<file path="src/rtl/mem_wb_writeback.sv">
// MEM/WB pipeline register and write-back stage.
// Extracts load data, selects the result and drives the register-file write port.
module mem_wb_writeback #(
    parameter int DATA_W = 32,
    parameter int CNT_W  = 32
) (
    input  logic              clk,
    input  logic              rst_n,
    input  logic              MEMvalid,
    input  logic              MEMregWrite,
    input  logic              MEMmemToReg,
    input  logic [2:0]        MEMloadType,
    input  logic [4:0]        MEMwriteReg,
    input  logic [DATA_W-1:0] MEMaluResult,
    input  logic [DATA_W-1:0] MEMreadData,
    input  logic              stall,
    input  logic              flush,
    output logic              WBregWrite,
    output logic [4:0]        WBwriteReg,
    output logic [DATA_W-1:0] WBresult,
    output logic              WBvalid,
    output logic [CNT_W-1:0]  retiredCount
);

    localparam logic [2:0] LT_LW  = 3'b000;
    localparam logic [2:0] LT_LB  = 3'b001;
    localparam logic [2:0] LT_LBU = 3'b010;
    localparam logic [2:0] LT_LH  = 3'b011;
    localparam logic [2:0] LT_LHU = 3'b100;

    logic [1:0]        off;
    logic [7:0]        byteVal;
    logic [15:0]       halfVal;
    logic [DATA_W-1:0] loadData;
    logic [DATA_W-1:0] nextResult;
    logic              nextRegWrite;

    assign off = MEMaluResult[1:0];

    always_comb begin
        byteVal = MEMreadData[7:0];
        case (off)
            2'd0:    byteVal = MEMreadData[7:0];
            2'd1:    byteVal = MEMreadData[15:8];
            2'd2:    byteVal = MEMreadData[23:16];
            default: byteVal = MEMreadData[31:24];
        endcase
    end

    // Misaligned halfword: off[0] is ignored, no trap.
    assign halfVal = off[1] ? MEMreadData[31:16] : MEMreadData[15:0];

    always_comb begin
        loadData = MEMreadData;
        case (MEMloadType)
            LT_LB:   loadData = {{(DATA_W-8){byteVal[7]}}, byteVal};
            LT_LBU:  loadData = {{(DATA_W-8){1'b0}}, byteVal};
            LT_LH:   loadData = {{(DATA_W-16){halfVal[15]}}, halfVal};
            LT_LHU:  loadData = {{(DATA_W-16){1'b0}}, halfVal};
            LT_LW:   loadData = MEMreadData;
            default: loadData = MEMreadData;
        endcase
    end

    assign nextResult   = MEMmemToReg ? loadData : MEMaluResult;
    assign nextRegWrite = MEMvalid & MEMregWrite & (MEMwriteReg != 5'd0);

    always_ff @(posedge clk) begin
        if (!rst_n) begin
            WBvalid      <= 1'b0;
            WBregWrite   <= 1'b0;
            WBwriteReg   <= 5'd0;
            WBresult     <= '0;
            retiredCount <= '0;
        end else if (flush) begin
            WBvalid    <= 1'b0;
            WBregWrite <= 1'b0;
            WBwriteReg <= 5'd0;
            WBresult   <= '0;
        end else if (!stall) begin
            WBvalid    <= MEMvalid;
            WBregWrite <= nextRegWrite;
            WBwriteReg <= MEMwriteReg;
            WBresult   <= nextResult;
            if (MEMvalid)
                retiredCount <= retiredCount + 1'b1;
        end
    end

endmodule

</file>
<file path="config.mk">
export PLATFORM = sky130hd
export DESIGN_NAME = mem_wb_writeback
export DESIGN_NICKNAME = d
export VERILOG_FILES = /design/src/rtl/mem_wb_writeback.sv
export SDC_FILE = /design/constraint.sdc
export NUM_CORES = 1
export LEC_CHECK = 0
export BUFFER_PORTS_ARGS = -buffer_cell sky130_fd_sc_hd__buf_2
export CORE_MARGIN = 3
export CORE_UTILIZATION = 44
export CTS_CLUSTER_DIAMETER = 50
export CTS_CLUSTER_SIZE = 16
export DETAILED_ROUTE_END_ITERATION = 6
export PLACE_DENSITY = 0.84
export RECOVER_POWER = 50
export SYNTH_ARGS = -nofsm -noshare
export SYNTH_HDL_FRONTEND = slang
export SYNTH_SLANG_ARGS = --single-unit
</file>
<file path="constraint.sdc">
create_clock -name clk -period 1.7 [get_ports clk]
set_input_delay 0.085 -clock clk [delete_from_list [all_inputs] [get_ports clk]]
set_output_delay 0.085 -clock clk [all_outputs]
set_load 0.05 [all_outputs]
</file>
---- Word level (Yosys, flattened, before mapping) ----
Cells that the tools add are included.
storage, ports and cells
  bits in registers ....................... 71
  latch bits .............................. 0
  memory bits (writable) .................. 0
  memory bits (read-only) ................. 0
  bits of input ports ..................... 79
  output and inout port bits .............. 71
  memories ................................ 0
cells by class
  $add $sub $neg .......................... 1
  multiply operators ...................... 0
  divide/modulo/power cells ............... 0
  $lt $le $gt $ge ......................... 0
  equality and inequality tests ........... 6
  shift-type cells ........................ 0
  multiplexer cells ....................... 4
  bitwise operators ....................... 5
  reduce and logical (&&, ||, !) cells .... 4
operators by type and width
  operator                                                               count
  32-bit one-hot mux with 4 select lines                                 1
  32-bit by 1-bit adder with 32-bit output, second input constant        1
  32-bit 2-to-1 mux                                                      1
  8-bit one-hot mux with 3 select lines                                  1
  16-bit 2-to-1 mux                                                      1
  3-bit by 2-bit equality test with 1-bit output, second input constant  2
  5-bit nonzero test                                                     1
  3-bit by 1-bit equality test with 1-bit output, second input constant  1
  3-bit equality test, second input constant                             1
  1-bit NOT                                                              3
  3-bit AND reduction                                                    1
  1-bit AND                                                              2
  2-bit by 1-bit equality test with 1-bit output, second input constant  1
  2-bit equality test, second input constant                             1
  2-bit zero test                                                        1
  2-bit OR reduction                                                     1

---- Logic depth before layout (Yosys ltp) ----
  depth in word-level cells ............... 4
  gate-level depth with buffers ........... 7
  gate-level depth less buffers ........... 6

---- Least setup slack after synthesis ----
Ideal clock, no wire load.
  kind .................................... register to register
  start ................................... register retiredCount[0]
  end ..................................... register retiredCount[20]
  arrival ................................. 2.071 ns
  required time ........................... 1.585 ns
  setup slack ............................. -0.486 ns
  stages on the path, launching flop included .. 7
  period minus slack after synthesis ...... 2.186 ns
  cell sequence ........................... dfxtp_1 > ha_1 > nand4bb_1 > nor4_4 > nand4_1 > xnor2_1 > and2_1
on the way
  longest elaborated chain between the ends .. 1
ends and longest elaborated chain
  what                                      line  text
  start, declared                           22    output logic [CNT_W-1:0] retiredCount
  start signal, assigned                    86    retiredCount <= retiredCount + 1'b1;
  32-bit by 1-bit adder with 32-bit output  86
No other way between the ends.
A chain may end at the register's enable or synchronous reset.

---- Worst setup path after layout ----
  start ................................... register retiredCount[0]
  end ..................................... register retiredCount[10]
Same word-level chain as after synthesis.

==> results.sh <==
export IMPL_path_cells="ha_4, nand4bb_4, or2_2, nand2b_1, xnor2_1, and2_1"
export IMPL_placed_area_sq_um=4880
export IMPL_syn_inst=452
export IMPL_final_max_slew_viol_count=0
export IMPL_outcome="finished clean"
export IMPL_finalNonFillerCells=722
export IMPL_r2r_slack_ps=130
export IMPL_whs_endpoint="WBregWrite"
export IMPL_wl_per_cell_microns=16.6
export IMPL_synth_edf_count=0
export IMPL_htreeDepth=3
export IMPL_synth_area_sq_um=3860
export IMPL_fin_crit_sh_pct=92.4
export IMPL_cp_max_fo=5
export IMPL_crit_arrival_ps=1800
export IMPL_hold_start="MEMregWrite"
export IMPL_relSlewSlack_pct=56.9
export IMPL_power_per_cell_area_nw_per_um2=752
export IMPL_cp_start_kind="register"
export IMPL_fin_tns_setup_ps=0
export IMPL_vias_per_cell=5.66
export IMPL_die_area_sq_um=9940
export IMPL_drt_wl_total_microns=12000
export IMPL_synth_largest_area_cell="dfxtp_1"
export IMPL_antenna_found_initial=0
export IMPL_clock_latency_ps=340
export IMPL_core_area_sq_um=8380
export IMPL_place_gp_congestion=0.908
export IMPL_stdcell_area_sq_um=5050
export IMPL_ys_ff_latch=71
export IMPL_finalNetCount=692
export IMPL_area_growth_syn_to_layout_pct=30.7
export IMPL_clock_sinks=71
export IMPL_timing_rr_start="retiredCount[0]"
export IMPL_hold_class="in2reg"
export IMPL_place_ws_ps=62.1
export IMPL_critPathBufInv=0
export IMPL_cts_tree="done"
export IMPL_finalSetupViolations=0
export IMPL_critPathSlowestCell="dfxtp_4"
export IMPL_finalHoldViolCount=0
export IMPL_cts_buffers=9
export IMPL_ant_nets=0
export IMPL_ys_async_sr_fraction_pct=0
export IMPL_synth_top_area_share_pct=36.8
export IMPL_yosys_most_used_dff="dfxtp_1"
export IMPL_end_kind="register"
export IMPL_root_buffer="clkbuf_8"
export IMPL_num_antenna_cells=0
export IMPL_rsz0062_at_grt="no"
export IMPL_grt_pass1_vias=4042
export IMPL_timing_hold_ws_ps=25.4
export IMPL_grt_overflow=0
export IMPL_post_cts_setup_buffers=0
export IMPL_required_ps=1930
export IMPL_grt_max_degree=36
export IMPL_synth_seq_area_share_pct=36.8
export IMPL_ys_types=51
export IMPL_hpwl_microns=9120
export IMPL_syn_nets=532
export IMPL_grt_pass1_wl_microns=19300
export IMPL_crit_type="reg2reg"
export IMPL_ys_warnings_count=0
export IMPL_synthTopCellsByArea="dfxtp_1 37%, o21ai_0 6.6%, xnor2_1 6.6%, mux2i_1 4.9%, and2_1 4.9%"
export IMPL_tightestPinTransition_ps=650
export IMPL_dr_total_vias=4088
export IMPL_clockBufferDepth=2
export IMPL_grtUsageTotal_pct=23.8
export IMPL_cap_violations=0
export IMPL_skew_ps=7.49
export IMPL_avgSynthCellArea_sq_um=8.55
export IMPL_dr_pass1_iters=6
export IMPL_drt_initial_drc_count=224
export IMPL_num_rows=33
export IMPL_drc=0
export IMPL_drive_above_1_share_pct=25.9
export IMPL_clk_pin_slew_ps=80
export IMPL_fp_dieH_microns=99.7
export IMPL_pin_count=150
export IMPL_cpPeakStageDelay_ps=390
export IMPL_fin_crit_ps=1570
export IMPL_ir_drop_mv=0.349
export IMPL_die_width_microns=99.7
export IMPL_cpLargestDelayFamily="simple AND/OR/NAND/NOR gates"
export IMPL_setup_slack_ps=130
export IMPL_ff2ff_path_depth=6
export IMPL_leakage_nw=1.98
export IMPL_rr_endpoint="retiredCount[10]"
export IMPL_dp_cells=701
export IMPL_start_util_pct=46.1
export IMPL_io_buffers=149
export IMPL_fmax_mhz=637
export IMPL_holdPathStages=3
[area by class of cell]
cell class	instances	area (sq um)
Timing Repair Buffer	176	872
Sequential cell	71	1480
Fill cell	794	3330
Tap cell	105	131
Multi-Input combinational cell	339	2300
Clock buffer	12	178
Inverter	15	56.3
Clock inverter	4	31.3
[worst max path at each step]
stage | from | to | slack [ps] | cells after the start
2_1_floorplan | retiredCount[23] | retiredCount[30] | 0.4 | 5
3_3_place_gp | MEMaluResult[1] | WBresult[9] | 100 | 6
3_5_place_dp | MEMaluResult[1] | WBresult[12] | 60 | 6
4_1_cts | retiredCount[0] | retiredCount[10] | 130 | 6
5_1_grt | retiredCount[5] | retiredCount[28] | 30 | 6
6_report | retiredCount[0] | retiredCount[10] | 130 | 6
[cells by family (layout without fill, tap and decap cells)]
| family | count (synthesis) | in the layout | share of synthesized area [%] |
|---|---|---|---|
| buf+inv | 42 | 207 | 4.41 |
| compound gates | 126 | 126 | 21.9 |
| flops | 71 | 71 | 36.8 |
| fa+ha+maj | 1 | 1 | 0.324 |
| mux | 23 | 23 | 6.96 |
| simple gates | 156 | 156 | 22.2 |
| xor+xnor | 33 | 33 | 7.48 |
[flip-flops by register name, summed over array words and instances (netlist names)]
| register | count |
|---|---|
| WBregWrite | 1 |
| WBresult | 32 |
| WBvalid | 1 |
| WBwriteReg | 5 |
| retiredCount | 32 |
[power breakdown]
part,switching (mW),leakage [nW],internal [mW]
Combinational,0.463,1.29,0.244
Sequential,0.0262,0.591,1.68
Clock,0.660,0.104,0.718
[cell usage after synthesis (6+ instances only)]
cell type  count
and2_1        30
mux2i_1       19
o221ai_1       6
nand3_1       17
a21oi_1       27
nor2_1        22
clkbuf_1      17
a221oi_1       8
xnor2_1       29
dfxtp_1       71
o21ai_0       51
nand2_1       38
and3_1         6
a211oi_1       7
inv_1         14
buf_2         10
nand4_1       13
[layer usage]
metal	vias to the layer above	GRT usage, %	part of all wire (%)
met5	-	0	0
met4	0	9.87	2.2
met3	27	4.14	6.9
met2	178	41.7	50
met1	1927	28.6	41
li1	1956	-	-
[worst register-to-register path: stages, from the launching register on]
cell and delay, ps:
dfxtp_4 390, ha_4 150, nand4bb_4 150, or2_2 350, nand2b_1 170, xnor2_1 120, and2_1 150
[through the flow]
stage / util, % / total power [mW]
2_1_floorplan: - / 2.19
4_1_cts: 61.3 / 3.82
3_5_place_dp: 58.2 / 2.45
6_report: 60.2 / 3.79
5_1_grt: 60.2 / 3.95
3_3_place_gp: 58.2 / 2.44
[what timing repair did]
item                      in CTS  in global routing
hold buffers                   5                  0
hold endpoints to repair       5                  0
resized for setup              0                  0
[placed cells by master, fill, tap and decap left out, drive strengths merged, types with 5 or more instances in the layout]
cell and count:
mux2i 19, nor2b 5, a21oi 27, nand3 17, clkbuf 80, dlygate4sd3 5
xnor2 29, a221o 5, o221ai 6, buf 103, and3 6, dfxtp 71
or3 5, inv 17, nand4 13, a221oi 14, a211oi 7, nor2 23
o21ai 52, and2 30, nand2 38
Note: power is estimated with default switching activity, not from simulation.
